==> config.mk <==
export PLATFORM = sky130hd
export DESIGN_NAME = bomb_module_flat
export DESIGN_NICKNAME = d
export VERILOG_FILES = /design/src/rtl/bomb_if.sv /design/src/rtl/bomb_module.sv /design/src/flat_wrapper.sv
export SDC_FILE = /design/constraint.sdc
export NUM_CORES = 1
export LEC_CHECK = 0
export BUFFER_PORTS_ARGS = -buffer_cell sky130_fd_sc_hd__buf_2
export CAP_MARGIN = 20
export CORE_ASPECT_RATIO = 1.2
export CORE_MARGIN = 1.5
export CORE_UTILIZATION = 50
export DETAILED_ROUTE_END_ITERATION = 8
export GPL_ROUTABILITY_DRIVEN = 1
export PLACE_DENSITY = 0.72
export RECOVER_POWER = 25
export SYNTH_ARGS = -nofsm -noshare
export SYNTH_HDL_FRONTEND = slang
export SYNTH_SLANG_ARGS = --single-unit
==> constraint.sdc <==
create_clock -name clk -period 6.21 [get_ports clk]
set_input_delay 0.3105 -clock clk [delete_from_list [all_inputs] [get_ports clk]]
set_output_delay 0.3105 -clock clk [all_outputs]
set_load 0.05 [all_outputs]
==> src/rtl/bomb_if.sv <==
// Bomb engine port bundle: pixel/bomberman coordinates and drop button in,
// pixel-mux colours, block-map clear writes and status out.
interface bomb_if;
  logic [9:0]  x_a;
  logic [9:0]  y_a;
  logic [9:0]  x_bm;
  logic [9:0]  y_bm;
  logic        A;
  logic        bomb_on;
  logic [11:0] bomb_rgb;
  logic        exp_on;
  logic [11:0] exp_rgb;
  logic        block_we;
  logic [9:0]  block_w_addr;
  logic        bomb_active;
  logic        post_exp_active;

  modport master (
    output x_a, y_a, x_bm, y_bm, A,
    input  bomb_on, bomb_rgb, exp_on, exp_rgb, block_we, block_w_addr,
           bomb_active, post_exp_active
  );

  modport slave (
    input  x_a, y_a, x_bm, y_bm, A,
    output bomb_on, bomb_rgb, exp_on, exp_rgb, block_we, block_w_addr,
           bomb_active, post_exp_active
  );
endinterface

==> src/rtl/bomb_module.sv <==
// Single-bomb engine: drop on bomberman's tile, fuse, plus-shaped explosion
// that clears blocks, then a one-cycle post-explosion pulse.
//
// state   | meaning
// IDLE    | no bomb; waiting for a rising edge on A
// ARMED   | bomb placed, fuse counter running
// EXPLODE | plus shown; block-clear writes in the first five cycles
// POST    | one-cycle post_exp_active pulse
module bomb_module #(
  parameter int TILE        = 16,
  parameter int COLS        = 33,
  parameter int ROWS        = 27,
  parameter int FUSE_CYCLES = 200000000,
  parameter int EXP_CYCLES  = 50000000
) (
  input logic   clk,
  input logic   reset,
  bomb_if.slave bif
);

  localparam int TSH     = $clog2(TILE);
  localparam int CNT_MAX = (FUSE_CYCLES > EXP_CYCLES) ? FUSE_CYCLES : EXP_CYCLES;
  localparam int CW      = $clog2(CNT_MAX);
  localparam logic [CW-1:0] FUSE_LAST = CW'(FUSE_CYCLES - 1);
  localparam logic [CW-1:0] EXP_LAST  = CW'(EXP_CYCLES - 1);

  typedef enum logic [1:0] {IDLE, ARMED, EXPLODE, POST} state_t;

  state_t          state_q, state_n;
  logic [CW-1:0]   cnt_q, cnt_n;
  logic            a_q;
  logic [5:0]      col_q, col_n, row_q, row_n;
  logic            we_q, we_n;
  logic [9:0]      addr_q, addr_n;

  logic            drop;
  logic [10:0]     col_raw, row_raw;
  logic [5:0]      col_clamp, row_clamp;
  logic [5:0]      cand_col, cand_row;
  logic            cand_ok;
  logic [9:0]      cand_addr;

  assign drop = bif.A & ~a_q;

  // Round the sprite's top-left to the tile under its centre.
  assign col_raw   = ({1'b0, bif.x_bm} + 11'(TILE / 2)) >> TSH;
  assign row_raw   = ({1'b0, bif.y_bm} + 11'(TILE / 2)) >> TSH;
  assign col_clamp = (col_raw > 11'(COLS - 1)) ? 6'(COLS - 1) : col_raw[5:0];
  assign row_clamp = (row_raw > 11'(ROWS - 1)) ? 6'(ROWS - 1) : row_raw[5:0];

  // Write order: centre, up, right, down, left.
  always_comb begin
    cand_col = col_q;
    cand_row = row_q;
    cand_ok  = 1'b1;
    case (cnt_q[2:0])
      3'd1: begin cand_row = row_q - 6'd1; cand_ok = (row_q != 6'd0);          end
      3'd2: begin cand_col = col_q + 6'd1; cand_ok = (col_q < 6'(COLS - 1));   end
      3'd3: begin cand_row = row_q + 6'd1; cand_ok = (row_q < 6'(ROWS - 1));   end
      3'd4: begin cand_col = col_q - 6'd1; cand_ok = (col_q != 6'd0);          end
      default: ;
    endcase
  end

  assign cand_addr = 10'(cand_row) * 10'(COLS) + 10'(cand_col);

  always_ff @(posedge clk) begin
    if (reset) begin
      state_q <= IDLE;
      cnt_q   <= '0;
      a_q     <= 1'b0;
      col_q   <= '0;
      row_q   <= '0;
      we_q    <= 1'b0;
      addr_q  <= '0;
    end else begin
      state_q <= state_n;
      cnt_q   <= cnt_n;
      a_q     <= bif.A;
      col_q   <= col_n;
      row_q   <= row_n;
      we_q    <= we_n;
      addr_q  <= addr_n;
    end
  end

  always_comb begin
    state_n = state_q;
    cnt_n   = cnt_q;
    col_n   = col_q;
    row_n   = row_q;
    we_n    = 1'b0;
    addr_n  = addr_q;
    unique case (state_q)
      IDLE: begin
        if (drop) begin
          col_n   = col_clamp;
          row_n   = row_clamp;
          cnt_n   = '0;
          state_n = ARMED;
        end
      end
      ARMED: begin
        if (cnt_q == FUSE_LAST) begin
          cnt_n   = '0;
          state_n = EXPLODE;
        end else begin
          cnt_n = cnt_q + CW'(1);
        end
      end
      EXPLODE: begin
        cnt_n = cnt_q + CW'(1);
        if (cnt_q < CW'(5)) begin
          we_n = cand_ok;
          if (cand_ok) addr_n = cand_addr;
        end
        if (cnt_q == EXP_LAST) begin
          cnt_n   = '0;
          state_n = POST;
        end
      end
      POST:    state_n = IDLE;
      default: state_n = IDLE;
    endcase
  end

  logic [9:0]     px_col, px_row, col_w, row_w;
  logic [TSH-1:0] ox, oy;
  logic           band_x, band_y;
  logic           hit_c, hit_u, hit_r, hit_d, hit_l;

  assign px_col = bif.x_a >> TSH;
  assign px_row = bif.y_a >> TSH;
  assign ox     = bif.x_a[TSH-1:0];
  assign oy     = bif.y_a[TSH-1:0];
  assign col_w  = 10'(col_q);
  assign row_w  = 10'(row_q);

  assign hit_c = (px_col == col_w) && (px_row == row_w);
  assign hit_u = (row_q != 6'd0) && (px_col == col_w) && (px_row == row_w - 10'd1);
  assign hit_r = (col_q < 6'(COLS - 1)) && (px_row == row_w) && (px_col == col_w + 10'd1);
  assign hit_d = (row_q < 6'(ROWS - 1)) && (px_col == col_w) && (px_row == row_w + 10'd1);
  assign hit_l = (col_q != 6'd0) && (px_row == row_w) && (px_col == col_w - 10'd1);

  // Corner bands leave the bomb sprite with rounded-off transparent corners.
  assign band_x = (ox < TSH'(TILE / 4)) || (ox >= TSH'(TILE - TILE / 4));
  assign band_y = (oy < TSH'(TILE / 4)) || (oy >= TSH'(TILE - TILE / 4));

  assign bif.bomb_on         = (state_q == ARMED) && hit_c;
  assign bif.bomb_rgb        = (band_x && band_y) ? 12'h801 : 12'h111;
  assign bif.exp_on          = (state_q == EXPLODE) && (hit_c || hit_u || hit_r || hit_d || hit_l);
  assign bif.exp_rgb         = bif.exp_on ? 12'hFA0 : 12'h800;
  assign bif.block_we        = we_q;
  assign bif.block_w_addr    = addr_q;
  assign bif.bomb_active     = (state_q == ARMED);
  assign bif.post_exp_active = (state_q == POST);

endmodule

==> src/flat_wrapper.sv <==
// flat-port wrapper written by rule: the top's interface ports become plain ports
module bomb_module_flat 
#(
  parameter int TILE        = 16,
  parameter int COLS        = 33,
  parameter int ROWS        = 27,
  parameter int FUSE_CYCLES = 200000000,
  parameter int EXP_CYCLES  = 50000000
)
  (clk, reset, bif_x_a, bif_y_a, bif_x_bm, bif_y_bm, bif_A, bif_bomb_on, bif_bomb_rgb, bif_exp_on, bif_exp_rgb, bif_block_we, bif_block_w_addr, bif_bomb_active, bif_post_exp_active);
  bomb_if bif_i ();
  input logic clk;
  input logic reset;
  input wire logic [$bits(bif_i.x_a)-1:0] bif_x_a;
  input wire logic [$bits(bif_i.y_a)-1:0] bif_y_a;
  input wire logic [$bits(bif_i.x_bm)-1:0] bif_x_bm;
  input wire logic [$bits(bif_i.y_bm)-1:0] bif_y_bm;
  input wire logic [$bits(bif_i.A)-1:0] bif_A;
  output wire logic [$bits(bif_i.bomb_on)-1:0] bif_bomb_on;
  output wire logic [$bits(bif_i.bomb_rgb)-1:0] bif_bomb_rgb;
  output wire logic [$bits(bif_i.exp_on)-1:0] bif_exp_on;
  output wire logic [$bits(bif_i.exp_rgb)-1:0] bif_exp_rgb;
  output wire logic [$bits(bif_i.block_we)-1:0] bif_block_we;
  output wire logic [$bits(bif_i.block_w_addr)-1:0] bif_block_w_addr;
  output wire logic [$bits(bif_i.bomb_active)-1:0] bif_bomb_active;
  output wire logic [$bits(bif_i.post_exp_active)-1:0] bif_post_exp_active;
  assign bif_i.x_a = bif_x_a;
  assign bif_i.y_a = bif_y_a;
  assign bif_i.x_bm = bif_x_bm;
  assign bif_i.y_bm = bif_y_bm;
  assign bif_i.A = bif_A;
  assign bif_bomb_on = bif_i.bomb_on;
  assign bif_bomb_rgb = bif_i.bomb_rgb;
  assign bif_exp_on = bif_i.exp_on;
  assign bif_exp_rgb = bif_i.exp_rgb;
  assign bif_block_we = bif_i.block_we;
  assign bif_block_w_addr = bif_i.block_w_addr;
  assign bif_bomb_active = bif_i.bomb_active;
  assign bif_post_exp_active = bif_i.post_exp_active;
  bomb_module #(.TILE(TILE), .COLS(COLS), .ROWS(ROWS), .FUSE_CYCLES(FUSE_CYCLES), .EXP_CYCLES(EXP_CYCLES)) u_core (.clk(clk), .reset(reset), .bif(bif_i));
endmodule
==> flow_summary.yaml <==
critical_path:
  cp_cell_sequence: "ha_1 -> ha_1 -> inv_1 -> ha_1 -> a21oi_1 -> nand2_1 -> a21o_1 -> a21oi_1 -> mux2i_1 -> xnor2_1 -> ha_1 -> ha_1 -> ha_1 -> a21boi_0 -> o21ai_0 -> a2111oi_0 -> a221o_1"
  worst-path-buf-inv: 1
  slowest_stage: "dfxtp_1"
  cp_data_required_time_ps: 6470
  crit_path_start: "u_core.cnt_q[0]"
  max_stage_delay_ps: 440
  critPathCaptureType: "register"
  critPathArrivalTime_ps: 4870
  regToRegStartpoint: "u_core.cnt_q[0]"
  rr_endpoint: "u_core.bif.block_w_addr[7]"
  ff2ff_setup_slack_ps: 1600
  reg2reg_depth: 17
  worstSetupPathType: "register to register"
  crit_family: "adder cells"
  worstSetupStartpointType: "register"
  cpMostUsedCell: "ha_1"
  cp_max_fo: 8
detailed_routing:
  wl_mm: 10.58
  final_antenna_net_count: 0
  drt_iter0_drc: 160
  drc_errors: 0
  vias_per_cell: 5.713
  post_drt_wl_per_cell_um: 14.28
  num_vias: 4233
  drt-pass1-iter-count: 6
placement:
  io_buffers: 55
  dp_hpwl_mm: 8.293
  place_inst: 733
  gp_congestion: 0.9915
clocking:
  cts.sinks: 54
  hold_buffers: 0
  postCtsResizedCells: 0
  clk_path_buf_depth: 2
  cts.clk_slew.worst_paths_ps: 100
  cts-htree-levels: 2
  root_buffer: "clkbuf_8"
  post-cts-setup-buffer-count: 0
  cts_tree: "done"
  numCtsBuffers: 5
  clk-insertion-delay-late_ps: 310
sta:
  slew_headroom_pct: 6.023
  setup_viol: 0
  fmax_mhz: 216.8
  whs_ps: 258.4
  rsz0062_at_grt: "false"
  tightest_slew_ps: 1410
  finalClockSkew_ps: 11.90
  report.final.slew_viol_count: 0
  fin_crit_sh_pct: 74.28
  tns_ps: 0
  min_period_ps: 4613
  hold_violations: 0
global_route:
  grt_pass1_vias: 4059
  grt.overflow.total: 0
  grt_usage_pct: 22.36
  antenna_found_initial: 0
  grt_max_degree: 32
  grt_pass1_wl_mm: 18.15
pwr:
  p_int_w: 0.0007169
  switchingPower_w: 0.0005651
  p_leak_nw: 1.985
  power_frac_comb_pct: 49.4
  switching_share_pct: 44.08
  power_density_mw_per_mm2: 260.3
  peakVddDrop_uv: 110.2
  clock_power_share_pct: 18.2
  seq_power_share_pct: 32.4
synth:
  yosysSeqAreaShare_pct: 23.33
  synth_edf_count: 0
  synth.ff_latch_count: 54
  ys.flop_type: "dfxtp_1"
  yosys_warnings: 0
  yosysMostFrequentCell: "dfxtp_1"
  yosysTopAreaCell: "dfxtp_1"
  synthTopCellsByArea: "dfxtp_1 23%, ha_1 11%, xnor2_1 7.9%"
  synth_cells: 586
  avgSynthCellArea_um2: 7.909
  ys_types: 68
  netlist_area_mm2: 0.004634
  async_flop_share_pct: 0
  synth_common_cells: "54 x dfxtp_1, 48 x nand2_1, 46 x nor2_1"
  yosysTopAreaCellShare_pct: 23.33
floorplanning:
  die_w_um: 90.89
  die_h_um: 108.5
  start_util_pct: 51.30
  fp-row-count: 38
  die-area_mm2: 0.009858
  core_mm2: 0.009034
  pin_count: 82
cells_and_area:
  fillerInstances: 874
  fin_cells: 741
  area_delta_synth_final_pct: 6.263
  design.final.nets: 707
  diodes: 0
  drive_gt1_share_pct: 10.95
hold_path:
  holdPathStages: 2
  hold_path.class: "input pin to register"
  hold_start: "bif_A"
  hold_end: "u_core.a_q"
run:
  cap_violations: 0
run_status:
  status: "finished clean"
==> metal layers <==
layer	wire [um]	GRT usage, %	vias up
li1	-	-	2121
met1	4414	24.95	2002
met2	5583	42.53	89
met3	329	2.883	21
met4	253	9.375	0
met5	0	0	-
==> stage by stage <==
| step | area, um2 | total power (W) | util, % | worst slack, ps |
|---|---|---|---|---|
| after detailed placement | 4840 | 0.001055 | 53.57 | 1659 |
| after floorplan | 4687 | 0.0009506 | - | 2206 |
| after global routing | 4925 | 0.001383 | 54.52 | 1224 |
| after global placement | 4840 | 0.001039 | 53.57 | 1764 |
| after CTS | 4946 | 0.001292 | 54.75 | 1619 |
| final | 4925 | 0.001282 | 54.52 | 1597 |
==> cells in the final DEF (no fill, tap or decap), types with 16 or more instances in the layout <==
master / n
nand3_1: 25
a21oi_1: 33
nand2_1: 48
inv_1: 35
nor2_1: 46
xnor2_1: 42
buf_2: 38
dfxtp_1: 54
clkbuf_1: 19
o21ai_0: 19
conb_1: 16
nor3_1: 17
ha_1: 41
==> state kept, by name, summed over array words and instances, names as in the netlist <==
register / flops
u_core.a_q: 1
u_core.bif.block_w_addr: 10
u_core.bif.block_we: 1
u_core.cnt_q: 28
u_core.col_q: 6
u_core.row_q: 6
u_core.state_q: 2
==> power groups by stage <==
stage | logic (W) | registers [W] | clock network [W]
finish | 0.000633 | 0.000415 | 0.000234
global route | 0.000706 | 0.000421 | 0.000256
CTS | 0.000637 | 0.000415 | 0.000241
detailed placement | 0.000632 | 0.000422 | 0
global placement | 0.000618 | 0.000421 | 0
floorplan | 0.000515 | 0.000435 | 0
==> logic make-up after synthesis <==
kind of cell	share of synthesized area, %
compound gates	18.47
flops	23.33
mux	1.107
other cells	0.1620
fa+ha+maj	12.37
xor+xnor	10.77
simple gates	25.08
buf+inv	8.720
==> worst max-delay path by stage <==
stage,to,slack [ps],depth (start not counted)
6_report,u_core.bif.block_w_addr[7],1600,17
5_1_grt,u_core.bif.block_w_addr[7],1220,17
4_1_cts,u_core.bif.block_w_addr[7],1620,17
3_5_place_dp,u_core.bif.block_w_addr[7],1660,17
3_3_place_gp,u_core.bif.block_w_addr[7],1760,17
2_1_floorplan,u_core.bif.block_w_addr[7],2210,17
==> final cells by class <==
cell class	instances	area (um2)	share of cell area, %
clock buffers	7	76.32	1.550
clock inverters	1	30.03	0.6098
inverters	35	131.4	2.668
multi-input cells	469	3202	65.02
flip-flops and latches	54	1081	21.95
well taps	120	150.1	3.049
repair buffers	55	254.0	5.158
==> worst register-to-register path: cells and delay by family, from the launching register on <==
| family | cells | cell delay, ps |
|---|---|---|
| flip-flops | 1 | 440 |
| multiplexers | 1 | 250 |
| AO/OA/AOI/OAI | 7 | 1520 |
| AND/OR/NAND/NOR | 1 | 100 |
| buffers and inverters | 1 | 170 |
| adder cells (fa/ha/maj) | 6 | 1920 |
| XOR/XNOR | 1 | 150 |
Note: power is estimated with default switching activity, not from simulation.
